## src/rtl/serial_parity_tx.sv

```systemverilog
`default_nettype none
// ============================================================================
// Module      : serial_parity_tx
// Description : Shifts a WIDTH-bit word out LSB first, then one parity bit.
// Revision    : 1.0 - initial release
// ============================================================================
module serial_parity_tx #(
    parameter int WIDTH = 8,
    parameter bit ODD   = 1'b0
) (
    input  logic             clk,
    input  logic             rst_n,
    input  logic [WIDTH-1:0] data_in,
    input  logic             load,
    output logic             ready,
    output logic             tx,
    output logic             tx_en,
    output logic             busy,
    output logic             done
);

    localparam int CNT_W = $clog2(WIDTH);
    localparam logic [CNT_W-1:0] CNT_LAST = CNT_W'(WIDTH - 1);

    localparam logic [1:0] S_IDLE   = 2'd0;
    localparam logic [1:0] S_DATA   = 2'd1;
    localparam logic [1:0] S_PARITY = 2'd2;

    logic [1:0]       state;
    logic [1:0]       state_nxt;
    logic [WIDTH-1:0] shift_q;
    logic [CNT_W-1:0] cnt_q;
    logic             parity_q;
    logic             done_q;
    logic             accept;
    logic             cnt_last;

    assign accept   = (state == S_IDLE) && load;
    assign cnt_last = (cnt_q == CNT_LAST);

    always_ff @(posedge clk or negedge rst_n) begin
        if (!rst_n) begin
            state <= S_IDLE;
        end else begin
            state <= state_nxt;
        end
    end

    always_comb begin
        state_nxt = state;
        case (state)
            S_IDLE:   if (load) state_nxt = S_DATA;
            S_DATA:   if (cnt_last) state_nxt = S_PARITY;
            S_PARITY: state_nxt = S_IDLE;
            default:  state_nxt = S_IDLE;
        endcase
    end

    // Parity is fixed at capture time so later data_in changes cannot leak in.
    always_ff @(posedge clk or negedge rst_n) begin
        if (!rst_n) begin
            shift_q  <= '0;
            cnt_q    <= '0;
            parity_q <= 1'b0;
            done_q   <= 1'b0;
        end else begin
            done_q <= (state == S_PARITY);
            if (accept) begin
                shift_q  <= data_in;
                cnt_q    <= '0;
                parity_q <= (^data_in) ^ ODD;
            end else if (state == S_DATA) begin
                shift_q <= {1'b0, shift_q[WIDTH-1:1]};
                cnt_q   <= cnt_q + CNT_W'(1);
            end
        end
    end

    always_comb begin
        ready = 1'b0;
        tx    = 1'b0;
        tx_en = 1'b0;
        busy  = 1'b0;
        done  = done_q;
        case (state)
            S_IDLE: begin
                ready = 1'b1;
            end
            S_DATA: begin
                tx    = shift_q[0];
                tx_en = 1'b1;
                busy  = 1'b1;
            end
            S_PARITY: begin
                tx    = parity_q;
                tx_en = 1'b1;
                busy  = 1'b1;
            end
            default: begin
                ready = 1'b0;
            end
        endcase
    end

endmodule
`default_nettype wire

```

## config.mk

```make
export PLATFORM = sky130hd
export DESIGN_NAME = serial_parity_tx
export DESIGN_NICKNAME = d
export VERILOG_FILES = /design/src/rtl/serial_parity_tx.sv
export SDC_FILE = /design/constraint.sdc
export NUM_CORES = 1
export LEC_CHECK = 0
export CORE_MARGIN = 4
export CORE_UTILIZATION = 53
export DETAILED_ROUTE_END_ITERATION = 16
export PLACE_DENSITY = 0.88
export REMOVE_ABC_BUFFERS = 1
export SLEW_MARGIN = 20
export SYNTH_ARGS = -nofsm -noshare
export SYNTH_HDL_FRONTEND = slang
export SYNTH_SLANG_ARGS = --single-unit
```

## constraint.sdc

```tcl
create_clock -name clk -period 3.2 [get_ports clk]
set_input_delay 0.64 -clock clk [delete_from_list [all_inputs] [get_ports clk]]
set_output_delay 0.64 -clock clk [all_outputs]
set_load 0.1 [all_outputs]
```

* Word-level counts from Yosys, hierarchy flattened
Index checks and enable logic that the tools add are counted.
** Word-level totals
- Output and inout port bits :: 5
- Bits of input ports :: 11
- Logic and storage cells :: 27
- Register bits :: 15
** Cells by class
- Add/subtract/negate cells :: 1
- Muxes and demuxes :: 10
- Eq/ne operators :: 5
- Reduce and logical (&&, ||, !) cells :: 6
** Operator list (number)
- $mux 8 :: 2
- $reduce_xor 8->1 :: 1
- $mux 3 :: 2
- $mux 2 :: 2
- $ne 2x2->1 const B :: 2
- $pmux 2 s2 :: 1
- $add 3x1->3 const B :: 1
- $eq 3x3->1 const B :: 1
- $eq 2x1->1 const B :: 1
- $eq 2x2->1 const B :: 1
- $logic_not 2->1 :: 1
- $mux 1 :: 2
- $pmux 1 s2 :: 1
- $reduce_and 2->1 :: 1
- $reduce_bool 2->1 :: 1
- $reduce_or 2->1 :: 1
- $logic_and 1x1->1 :: 1

* Depth between registers and ports, before layout
Gate-level depths: netlist of run 1.
- Word-level depth :: 3
- Mapped depth :: 6
- Mapped depth without buffers :: 5

* Worst setup path after synthesis of run 1
Ideal clock, no wire load.
- Path kind :: flip-flop to output port
- Start :: register state[0]
- End :: output tx
- Arrival :: 2759 ps
- Path buffers :: 0
- Path slack :: -199 ps
- Required time :: 2560 ps
- Cell stages (with the launch flop) :: 4
- Path through :: dfrtp_1 > inv_1 > ha_1 > nor2b_1
** Between the ends
- Word-level cells in the longest chain between the ends :: 2
** Ends and longest elaborated chain
- start: declaration :: line 29 : logic [1:0] state;
- start signal: assignment :: line 45 : state <= state_nxt;
- $eq 2x2->1 / $eq 2x1->1 (equally long branches) :: line 85 : case (state)
- $pmux 1 s2 * :: line 85
- end: declaration :: line 16 : output logic tx,
Every way passes the cells marked *; elsewhere a longest branch is shown, timed or not.

* Final worst setup path of run 1
Same ends and word-level chain as after synthesis.

==> results of run 1 <==
-- state kept, by name (all words and copies together) (netlist names) --
signal    cells
shift_q       8
cnt_q         3
state         2
done          1
parity_q      1
-- cell type report --
class / instances / area (sq um) / area share (%)
Clock buffer: 4 / 26.3 / 2.72
Tap cell: 15 / 18.8 / 1.94
Sequential cell: 15 / 375 / 38.9
Inverter: 4 / 15.0 / 1.55
Timing Repair Buffer: 15 / 138 / 14.2
Multi-Input combinational cell: 52 / 393 / 40.7
-- synth_stat cells --
cell type	instances
nor2b_1	1
nand2_1	8
buf_4	2
and2_1	1
a21oi_1	1
o21ai_0	8
o22ai_1	1
xnor2_1	8
mux2_2	2
nor2_1	4
dfrtp_1	15
nand2b_1	1
mux2i_1	9
ha_1	7
inv_1	4
clkbuf_1	2
a22oi_1	1
-- kinds of logic after synthesis --
family | synth area share [%]
XOR/XNOR | 8.70
buffers and inverters | 4.66
multiplexers | 14.0
AND/OR/NAND/NOR | 7.92
AO/OA/AOI/OAI | 7.30
adder cells (fa/ha/maj) | 10.9
flip-flops | 46.6
-- metal layers --
metal | up-vias | share of wire [%] | wire [um]
li1 | 277 | - | -
met1 | 252 | 43 | 586
met2 | 15 | 50 | 683
met3 | 2 | 6.1 | 83
met4 | 0 | 0.44 | 6
met5 | - | 0 | 0
-- worst max path at each step --
stage / slack, ps / to / cells past startpoint
global route: 920 / tx / 4
finish: 1040 / tx / 4
CTS: 1010 / tx / 4
global placement: 1220 / shift_q[2] / 3
detailed placement: 1180 / shift_q[7] / 3
floorplan: -800 / tx / 3
-- worst min-delay path: stages, from the launching register on --
cell,delay (ps)
dfrtp_1,350
mux2i_1,70
nor2_1,70
-- stage by stage --
step | instances | setup TNS, ps | setup WS [ps]
after floorplan | 71 | -796 | -796
after global placement | 101 | 0 | 1220
after detailed placement | 101 | 0 | 1180
after CTS | 105 | 0 | 1010
after global routing | 105 | 0 | 918
final | 105 | 0 | 1040
==> results.toml, run 1 <==
[drt]
first_iter_violations = 6
avgRoutedWirePerCell_um = 12.9
post_drt_via_cell_ratio = 5.20
route.detailed.drc = 0
vias = 546
drt-pass1-iter-count = 4
detail-route-antenna-nets = 0
detail_route.wirelength_um = 1360

[worst_setup_path]
worstPathMaxFanout = 4
critical_path.startpoint_type = "register"
critPathMaxStageDelay_ps = 400
timing.rr.end = "shift_q[7]"
rr_worst_depth = 4
cp.required_ps = 2560
crit_path_end_kind = "output port"
timing.critical_path.arrival_ps = 1520
worst-r2r-setup-slack_ps = 1560
setup.worst_path.start = "state[0]"
critPathBufInv = 2
timing.setup.critical_path_class = "register to output port"
crit_path_cell_trace = "inv_1 -> ha_1 -> nor2b_1 -> buf_4"
cpLargestDelayFamily = "flip-flops"
r2r_start = "state[1]"
timing.critical_path.slowest_stage_cell = "dfrtp_1"

[die]
dieHeight_um = 47.0
floorplan.die_area_sq_mm = 0.00221
initial_core_util_pct = 59.0
coreArea_sq_mm = 0.00137
placement_rows = 13
io_pins = 16
chipWidth_um = 47.0

[timing]
count_of_final_setup_violators = 0
fin_crit_share_pct = 67.6
hold_violations = 0
max_freq_mhz = 463
finalClockSkew_ps = 4.74
max-slew-margin-rel_pct = 55.7
final_period_minus_worst_setup_slack_ps = 2160
grt_setup_unrepaired = "false"
hold_ws_ps = 530
timing.final.max_slew_violations = 0
actual_transition_at_the_worst_max_transition_pin_ps = 663

[placed_design]
gp_congestion = 0.701
placement.cell_area_sq_um = 940
dp.final_hpwl_um = 1050
port_buffers = 15

[synth]
synth-warning-count = 0
synthDistinctLibCells = 17
synth-seq-cells = 15
syn_area_sq_um = 806
average_footprint_of_a_synthesized_cell_sq_um = 10.7
post-synth-top-area-cell = "dfrtp_1"
synth_sequential_area_ratio_pct = 46.6
postSynthCellCount = 75
synth_top_area_share_pct = 46.6
synth.top_cells.by_area = "dfrtp_1, mux2i_1, ha_1"

[global_route]
global_route.overflow_total = 0
first_global_vias = 569
met2_demand_to_capacity_share_in_global_routing_pct = 28.2
pin_count_of_the_biggest_net_entering_global_routing = 22
grt.met3_usage_pct = 2.30
track_usage_pct = 15.6
gr-usage-met1_pct = 18.3
initial_antenna_violation_count = 0
global_route.peak_usage_layer = "met2"
grt_first_pass_wirelength_um = 2400

[layout]
post_route_cells_drive_above_1_share_pct = 11.1
stdcell_area_sq_um = 966
syn_to_final_growth_pct = 19.9
fillCellCount = 114
antennaDiodeCount = 0
finish.net_count = 109
utilization_pct = 70.7
layout_commonest_cell = "dfrtp_1"
most-common-layout-cells = "dfrtp_1, clkdlybuf4s50_1, mux2i_1"

[job]
max_cap_viol_count = 0

[clocking]
cts.reportedPaths.clkPinSlew_ps = 80
cts_tree = "done"
clock_latency_ps = 270
cts-root-to-sink-buffers = 2
cts.root.buffer_cell = "clkbuf_4"
cts_repair_resize_count = 0
numCtsBuffers = 3
post_cts_buffers = 0
cts_hold_buffers = 0
cts_max_level = 1
cts_sinks = 15

[hold_path]
whs_path_depth = 2
worst_hold_path_type = "register to register"
hold_start = "cnt_q[1]"
min_to = "cnt_q[1]"

[run_status]
status = "finished clean"
Power of run 1 is not shown: default switching activity piles up to over one toggle a cycle in this logic, so the estimate is an artifact.
==> run 2, diff against run 1 <==
--- a/config.mk
+++ b/config.mk
@@ -5,10 +5,11 @@
 export SDC_FILE = /design/constraint.sdc
 export NUM_CORES = 1
 export LEC_CHECK = 0
+export CORE_ASPECT_RATIO = 0.75
 export CORE_MARGIN = 4
-export CORE_UTILIZATION = 53
+export CORE_UTILIZATION = 44
 export DETAILED_ROUTE_END_ITERATION = 16
-export PLACE_DENSITY = 0.88
+export PLACE_DENSITY = 0.79
 export REMOVE_ABC_BUFFERS = 1
 export SLEW_MARGIN = 20
 export SYNTH_ARGS = -nofsm -noshare
==> constraint.sdc (replaced) <==
create_clock -name clk -period 1.85 [get_ports clk]
set_input_delay 0.37 -clock clk [delete_from_list [all_inputs] [get_ports clk]]
set_output_delay 0.37 -clock clk [all_outputs]
set_load 0.1 [all_outputs]
==> results.toml, run 2 (synthesis gave the netlist of run 1 again) <==
[worst_setup_path]
critPathMaxStageDelay_ps = 410
timing.critical_path.arrival_ps = 1430
cp.required_ps = 1480
timing.setup.critical_path_class = "register to output port"
timing.critical_path.slowest_stage_cell = "dfrtp_1"
crit_path_cell_trace = "inv_2 -> ha_1 -> nor2b_2 -> buf_12"
worstPathMaxFanout = 4
crit_path_end_kind = "output port"
rr_worst_depth = 5
critical_path.startpoint_type = "register"

[die]
floorplan.die_area_sq_mm = 0.00259
io_pins = 16
placement_rows = 13
initial_core_util_pct = 46.3
coreArea_sq_mm = 0.00174
chipWidth_um = 57.4
dieHeight_um = 45.1

[layout]
post_route_cells_drive_above_1_share_pct = 21.1
largest_register_ff_count = 8
registers.top_by_ff_count = "shift_q"
utilization_pct = 61.5
layout_commonest_cell = "dfrtp_1"
most-common-layout-cells = "dfrtp_1, clkdlybuf4s50_1, mux2i_1"
antennaDiodeCount = 0
syn_to_final_growth_pct = 32.9
fillCellCount = 149
finish.net_count = 114
top_regs = "shift_q x8, cnt_q x3, state x2"

[hold_path]
worst_hold_path_type = "input port to async pin"

[global_route]
first_global_vias = 507
met2_demand_to_capacity_share_in_global_routing_pct = 19.1
track_usage_pct = 11.9
global_route.overflow_total = 0
pin_count_of_the_biggest_net_entering_global_routing = 22
gr-usage-met1_pct = 15.1
global_route.peak_usage_layer = "met2"
grt_first_pass_wirelength_um = 2290
initial_antenna_violation_count = 0
grt.met3_usage_pct = 5.14

[drt]
post_drt_via_cell_ratio = 4.82
detail_route.wirelength_um = 1440
first_iter_violations = 5
avgRoutedWirePerCell_um = 12.3
vias = 564
drt-pass1-iter-count = 4
route.detailed.drc = 0
detail-route-antenna-nets = 0

[timing]
hold_violations = 0
fin_crit_share_pct = 97.3
count_of_final_setup_violators = 0
max_freq_mhz = 556
finalClockSkew_ps = 2.25
timing.final.max_slew_violations = 0
final_period_minus_worst_setup_slack_ps = 1800
max-slew-margin-rel_pct = 81.6
actual_transition_at_the_worst_max_transition_pin_ps = 278

[placed_design]
dp.final_hpwl_um = 1090
gp_congestion = 0.727
port_buffers = 15

[clocking]
cts.reportedPaths.clkPinSlew_ps = 90
cts_sinks = 15
numCtsBuffers = 3
cts_tree = "done"
cts.root.buffer_cell = "clkbuf_4"
clock_latency_ps = 280
cts-root-to-sink-buffers = 2
cts_max_level = 1

[job]
max_cap_viol_count = 0

[run_status]
status = "finished clean"
[run 2: cell count changes in the layout (fill, tap and decap cells not counted), sizes merged]
cell,change
buf,+5
clkinv,+1
clkbuf,-1
[run 2: layout make-up]
class	count	area, sq um	share of cell area [%]
multi-input combinational	52	400	37.4
sequential	15	375	35.0
timing repair buffer	20	225	21.0
tap	22	27.5	2.57
clock buffer	3	22.5	2.10
inverter	4	15.0	1.40
clock inverter	1	5.00	0.467
[run 2: stage by stage]
stage          area (sq um)  std cells  setup WS [ps]  hold WS, ps  TNS, ps
6_report               1070        117           50.6          396        0
4_1_cts                1060        116           13.9          393        0
3_5_place_dp           1030        112            283          533        0
3_3_place_gp           1030        112            323          507        0
5_1_grt                1070        117          -7.68          399    -7.68
2_1_floorplan           783         71          -1880         74.4    -6000
[run 2: routing by layer]
metal / up-vias / share of wire [%]
met5: - / 0
met4: 0 / 0
met3: 0 / 5.7
met2: 12 / 47
met1: 265 / 47
li1: 287 / -
[run 2: worst paths after layout]
path	startpoint	to	slack [ps]
worst min register to register	cnt_q[2]	cnt_q[2]	550
max in group asynchronous	rst_n	state[0]	1280
worst max-delay path	state[1]	tx	50
min in group clk	cnt_q[2]	cnt_q[2]	550
worst min-delay path	rst_n	shift_q[2]	400
worst max register to register	state[1]	state[0]	340
[run 2: repair_timing]
item / CTS / global route
hold buffers: 0 / 0
gates resized for setup: 1 / 3
endpoints found under the setup margin: 1 / 1
buffers inserted: 0 / 1
[run 2: worst max-delay path: cells and delay by family, from the launching register on]
kind,cells,cell delay [ps]
AND/OR/NAND/NOR,1,190
flip-flops,1,410
adder cells (fa/ha/maj),1,290
buffers and inverters,2,260
Power of run 2 is left out for the same reason.
